===== config.mk =====
export PLATFORM = sky130hd
export DESIGN_NAME = instr_fetch_unit
export DESIGN_NICKNAME = d
export VERILOG_FILES = /design/src/rtl/instr_fetch_unit_pkg.sv /design/src/rtl/instr_fetch_unit_pc_next_calc.sv /design/src/rtl/instr_fetch_unit.sv
export SDC_FILE = /design/constraint.sdc
export NUM_CORES = 1
export LEC_CHECK = 0
export ABC_AREA = 1
export CAP_MARGIN = 20
export CORE_MARGIN = 5
export CORE_UTILIZATION = 40
export CTS_CLUSTER_DIAMETER = 120
export CTS_CLUSTER_SIZE = 14
export DETAILED_ROUTE_END_ITERATION = 10
export PLACE_DENSITY = 0.71
export SLEW_MARGIN = 20
export SYNTH_ARGS = -nofsm -noshare
export SYNTH_HDL_FRONTEND = slang
export SYNTH_SLANG_ARGS = --single-unit

===== constraint.sdc =====
create_clock -name clk -period 5.3 [get_ports clk]
set_clock_uncertainty 0.15 [all_clocks]
set_input_delay 1.06 -clock clk [delete_from_list [all_inputs] [get_ports clk]]
set_output_delay 1.06 -clock clk [all_outputs]
set_load 0.03 [all_outputs]

===== src/rtl/instr_fetch_unit_pkg.sv =====
// Shared definitions for the MIPS front end: opcode and ALUOp codes, plus the
// fetch FSM state encoding.
package instr_fetch_unit_pkg;

  localparam logic [5:0] OP_RTYPE = 6'h00;
  localparam logic [5:0] OP_LW    = 6'h23;
  localparam logic [5:0] OP_SW    = 6'h2B;
  localparam logic [5:0] OP_BEQ   = 6'h04;

  localparam logic [1:0] ALUOP_ADD   = 2'b00;
  localparam logic [1:0] ALUOP_SUB   = 2'b01;
  localparam logic [1:0] ALUOP_FUNCT = 2'b10;

  typedef enum logic [1:0] {
    ST_RST   = 2'd0,
    ST_FETCH = 2'd1,
    ST_HOLD  = 2'd2
  } fetch_state_e;

  function automatic logic [5:0] opcode_of(input logic [31:0] word);
    return word[31:26];
  endfunction

endpackage


===== src/rtl/instr_fetch_unit_pc_next_calc.sv =====
// Next-PC arithmetic: sequential pc+4, or the branch target when the consumed
// instruction redirects. All sums wrap modulo 2^ADDR_W.
module pc_next_calc #(
  parameter int ADDR_W = 32
) (
  input  logic [ADDR_W-1:0] pc,
  input  logic              branch_taken,
  input  logic [ADDR_W-1:0] branch_offset,
  output logic [ADDR_W-1:0] pc_plus4,
  output logic [ADDR_W-1:0] pc_next
);

  logic [ADDR_W-1:0] offset_bytes;

  always_comb begin
    pc_plus4     = pc + ADDR_W'(4);
    offset_bytes = branch_taken ? (branch_offset << 2) : '0;
    pc_next      = pc_plus4 + offset_bytes;
  end

endmodule


===== src/rtl/instr_fetch_unit.sv =====
// MIPS instruction fetch front end: one outstanding imem request, registered
// instruction handed to decode with a valid/ready handshake.
//
//   state    | meaning
//   ST_RST   | just out of reset, no request yet
//   ST_FETCH | imem_req high at pc, waiting for imem_rvalid
//   ST_HOLD  | instr/pc valid, waiting for decode to consume
module instr_fetch_unit
  import instr_fetch_unit_pkg::*;
#(
  parameter int               ADDR_W   = 32,
  parameter int               DATA_W   = 32,
  parameter logic [ADDR_W-1:0] RESET_PC = '0
) (
  input  logic              clk,
  input  logic              rst_n,
  output logic              imem_req,
  output logic [ADDR_W-1:0] imem_addr,
  input  logic              imem_rvalid,
  input  logic [DATA_W-1:0] imem_rdata,
  output logic [DATA_W-1:0] instr,
  output logic [5:0]        opcode,
  output logic              instr_valid,
  input  logic              instr_ready,
  output logic [ADDR_W-1:0] pc,
  output logic [ADDR_W-1:0] pc_plus4,
  input  logic              branch_taken,
  input  logic [ADDR_W-1:0] branch_offset,
  output logic [31:0]       fetch_count
);

  fetch_state_e      state_q, state_d;
  logic [ADDR_W-1:0] pc_q;
  logic [ADDR_W-1:0] pc_next;
  logic [DATA_W-1:0] instr_q;
  logic [31:0]       count_q;
  logic              consume;
  logic              capture;

  pc_next_calc #(.ADDR_W(ADDR_W)) u_pc_next_calc (
    .pc            (pc_q),
    .branch_taken  (branch_taken),
    .branch_offset (branch_offset),
    .pc_plus4      (pc_plus4),
    .pc_next       (pc_next)
  );

  always_comb begin
    state_d = state_q;
    capture = 1'b0;
    consume = 1'b0;
    case (state_q)
      ST_RST:   state_d = ST_FETCH;
      ST_FETCH: begin
        if (imem_rvalid) begin
          capture = 1'b1;
          state_d = ST_HOLD;
        end
      end
      ST_HOLD: begin
        // rvalid here is stray traffic and deliberately ignored
        if (instr_ready) begin
          consume = 1'b1;
          state_d = ST_FETCH;
        end
      end
      default:  state_d = ST_RST;
    endcase
  end

  always_ff @(posedge clk or negedge rst_n) begin
    if (!rst_n) begin
      state_q <= ST_RST;
      pc_q    <= RESET_PC;
      instr_q <= '0;
      count_q <= '0;
    end else begin
      state_q <= state_d;
      if (capture) instr_q <= imem_rdata;
      if (consume) begin
        pc_q    <= pc_next;
        count_q <= count_q + 32'd1;
      end
    end
  end

  assign imem_req    = (state_q == ST_FETCH);
  assign imem_addr   = pc_q;
  assign instr       = instr_q;
  assign opcode      = opcode_of(32'(instr_q));
  assign instr_valid = (state_q == ST_HOLD);
  assign pc          = pc_q;
  assign fetch_count = count_q;

endmodule


After elaboration in Yosys (flattened, before gate mapping) --
Index checks and enable logic that the tools add are counted.
Operators by class: muxes and demuxes 8, equal/unequal tests 4, reductions and logical operators 2, add/sub/neg operators 3
Operators with widths (number):
- $add 32x1->32 const B | 1
- $add 32x3->32 const B | 1
- $add 32x32->32 | 1
- $mux 32 | 1
- $pmux 2 s3 | 1
- $mux 1 | 4
- $mux 2 | 2
- $ne 2x1->1 const B | 2
- $eq 2x1->1 const B | 1
- $eq 2x2->1 const B | 1
- $logic_not 2->1 | 1
- $reduce_and 2->1 | 1
Storage, ports and cells: input bits 69, output and inout port bits 168, register bits after elaboration 98, logic and storage cells 21

Depth between registers and ports, before layout --
word-level depth 3, gate-level depth with buffers 22

Modules after synthesis --
Synthesis repeated with hierarchy kept, for this count alone.
Unflattened totals: cells, all modules 1087, area total of the unflattened synthesis 7613.6 sq um
Modules (own cells, without submodules):
- instr_fetch_unit | seq. area each 2452.4 sq um, cells each 479, area each 4531.8 sq um, times used 1
- pc_next_calc | seq. area each 0.0 sq um, cells each 608, area each 3081.7 sq um, times used 1

Least setup slack after synthesis --
OpenSTA, ideal clock, no wires.
path kind reg-to-reg, start point reg pc_q[3], in the netlist imem_addr[3], end point reg pc_q[29], in the netlist imem_addr[29], data arrival time 3.036 ns, setup time 0.118 ns, cell stages (with the launch flop) 17, slack 1.996 ns, cells stage by stage dfrtp_1 -> ha_1 -> nand2_1 -> nor2_2 -> nand3_2 -> nor2_2 -> nand2_2 -> xor2_1 -> ha_1 -> a21oi_1 -> o21ai_0 -> inv_1 -> nand2_1 -> a21oi_1 -> nand3_1 -> nand3_1 -> nand2_1
Between the ends: cells in the longest elaborated chain, start to end 2
Ends and longest elaborated chain:
- start, declared | RTL line instr_fetch_unit.sv:33 | logic [ADDR_W-1:0] pc_q;
- start signal, assigned | RTL line instr_fetch_unit.sv:81 | pc_q <= pc_next;
- $add 32x3->32 | RTL line instr_fetch_unit_pc_next_calc.sv:16 | pc_plus4 = pc + ADDR_W'(4);
- net pc_plus4[18] | RTL line instr_fetch_unit.sv:26 | output logic [ADDR_W-1:0] pc_plus4,
- $add 32x32->32 | RTL line instr_fetch_unit_pc_next_calc.sv:18 | pc_next = pc_plus4 + offset_bytes;
The timed path passes the listed nets, and every way through them passes these cells. A chain may end at the register's enable or synchronous reset.

Worst setup path in the final report --
start point reg pc_q[2], in the netlist imem_addr[2], end point out pc_plus4[22]
Between the ends: cells in the longest elaborated chain, start to end 1
Ends and longest elaborated chain (RTL line):
- $add 32x3->32 | instr_fetch_unit_pc_next_calc.sv:16
- end, declared | instr_fetch_unit.sv:26
No other way between the ends.

==> results.cfg <==
[clocking]
cts.sinks = 96
post_cts_buffers = 0
cts_root_buffer = clkbuf_16
h-tree-depth = 3
clk_latency_ns = 0.35
cts_tree = done
clock_path_buffers = 2
cts_hold_buffers = 0
numCtsBuffers = 9
cts_resized = 0
cts.clk_slew.worst_paths_ns = 0.08

[global_route]
antenna_found_initial = 0
grtUsageTotal_pct = 20.6
grt_overflow = 0
grt_pass1_vias = 7206
grt_max_degree = 50
grt_pass1_wl_mm = 36.4

[logic_synthesis]
yosysTopAreaCell = dfrtp_1
netlist_instances = 1021
synthesis.area_um2 = 7440
synth-edff-count = 0
synth_seq_cells = 96
yosys.area.top_type_share_pct = 32.3
ys_warn_count = 0
ys_top_cells_by_area = dfrtp_1 (32%), nand2_1 (16%), inv_1 (7.8%)
synth_cell_types = 43
ys_seq_area_share_pct = 32.3
syn_area_per_cell_um2 = 7.29
synthFlopType = dfrtp_1
async_flop_share_pct = 100

[setup_path]
worstSetupStartpointType = register
cpPeakStageDelay_ns = 0.68
worst-path-buf-inv = 2
worstReg2RegStart = imem_addr[2]
ff2ff_path_depth = 17
regToRegSetupSlack_ns = 1.69
rr_endpoint = imem_addr[25]
crit_top_cell = nand4_1
path_max_fanout = 6
cp-end-kind = primary output
worstPathArrival_ns = 3.06
slowest_stage = clkdlybuf4s50_1
required_ns = 4.09
critical_path.top_delay_family = simple AND/OR/NAND/NOR gates
crit_path_cell_trace = ha_1, nand2_1, nor2_2, nand4_1, nor3b_1, nand4_1, xor2_1, inv_1, clkdlybuf4s50_1
crit_type = register to primary output

[sta]
drv_slew = 0
finalHoldViolations = 0
worst_pin_slew_ns = 0.674
min_period_ns = 4.27
rsz0062_at_grt = no
fin_crit_sh_pct = 80.6
setup_viol = 0
finalSetupTns_ns = 0
max_freq_ghz = 0.234
relSlewSlack_pct = 55.1

[route]
drc = 0
wl_per_cell_um = 15.2
vias = 7094
wl_mm = 22.1
vias_per_cell = 4.90
ant_nets = 0
first_pass_iters = 5
drt_iter0_drc = 506

[job]
cap_violations = 0

[power]
p_leak_nw = 5.10
p_per_area_nw_per_um2 = 549
ir_worst_vdd_uv = 349

[cells_and_area]
num-nets-final = 1318
fin_util_pct = 55.1
final_layout_size_suffix_gt1_share_pct = 7.47
synthToLayoutAreaGrowth_pct = 34.3
antennaDiodeCount = 0
instances_no_fill = 1448

[die]
start_util_pct = 41.0
rows = 49
fp.dieW_um = 146
core_area_um2 = 18100
pin_count = 237
die_area_um2 = 21400
die_height_um = 146

[placed_design]
gp_congestion = 0.896
dp_hpwl_mm = 17.7
place_inst = 1433
io_buffer_count = 228

[min_path]
hold_depth = 1
whs_endpoint = fetch_count[31]
holdCritPathClass = register to register
holdCritStartpoint = fetch_count[31]

[status]
status = finished, final reports clean
[worst max path at each step]
stage | start | endpoint | depth (start not counted)
floorplan | imem_addr[3] | imem_addr[29] | 16
global placement | branch_taken | imem_addr[28] | 13
detailed placement | branch_taken | imem_addr[28] | 13
CTS | imem_addr[2] | pc_plus4[22] | 9
global route | imem_addr[2] | pc_plus4[30] | 9
finish | imem_addr[2] | pc_plus4[22] | 9
[registers in the layout, summed over array words and instances, names as in the netlist]
signal,flops
fetch_count,32
imem_addr,30
instr,32
state_q,2
[layout make-up]
cell class,count,area (um2)
Multi-Input combinational cell,719,4100
Clock inverter,6,76.3
Inverter,156,586
Timing Repair Buffer,233,2320
Sequential cell,96,2400
Fill cell,1728,8150
Clock buffer,9,225
Tap cell,229,287
[routing by layer]
layer	GRT usage, %	share of wire (%)	wire length, um	vias up
met5	0	0	0	-
met4	5.64	2.1	456	0
met3	4.59	6.5	1440	37
met2	36.7	49	10900	240
met1	25.1	42	9260	3290
li1	-	-	-	3527
[power by group]
group	leakage (nW)	internal, mW	switching, mW
clock network	0.142	0.373	0.319
registers	1.19	0.987	0.321
logic	3.77	1.40	2.08
[per-stage QoR]
stage | hold slack (ns) | total power, mW | setup slack, ns | instance area (um2)
floorplan | 0.342 | 3.56 | 2.00 | 7460
global placement | 0.311 | 4.77 | 1.43 | 9690
detailed placement | 0.316 | 4.81 | 1.41 | 9690
CTS | 0.330 | 5.52 | 1.06 | 10000
global route | 0.364 | 5.83 | 0.871 | 10000
finish | 0.325 | 5.48 | 1.03 | 10000
[cells in the final DEF (no fill, tap or decap), types with 9 or more instances in the layout]
master,Yosys,routed
xnor2_1,30,30
o21ai_0,27,27
nor2_1,72,72
mux2_2,32,32
clkbuf_16,0,9
dfrtp_1,96,96
nand3_1,55,55
inv_1,154,154
nand2_1,308,308
nand4_1,17,17
ha_1,33,33
clkdlybuf4s50_1,0,227
xor2_1,39,39
a21oi_1,26,26
[logic make-up (layout without fill, tap and decap cells)]
| family | count (synthesis) | count (layout) | share of synthesized area (%) |
|---|---|---|---|
| compound gates | 65 | 65 | 4.74 |
| xor+xnor | 69 | 69 | 8.12 |
| fa+ha+maj | 34 | 34 | 5.82 |
| buf+inv | 211 | 404 | 12.8 |
| flops | 96 | 96 | 32.3 |
| mux | 32 | 32 | 4.84 |
| other cells | 1 | 6 | 0.0504 |
| simple gates | 513 | 513 | 31.3 |
[Yosys cell counts, drive strengths merged, types with 20 or more instances]
| library cell | number |
|---|---|
| o21ai | 28 |
| nor2 | 85 |
| buf | 49 |
| xor2 | 39 |
| xnor2 | 30 |
| mux2 | 32 |
| dfrtp | 96 |
| ha | 33 |
| a21oi | 26 |
| nand4 | 20 |
| nand2 | 313 |
| inv | 156 |
| nand3 | 60 |
No activity file was read; power rests on OpenSTA's default activity.
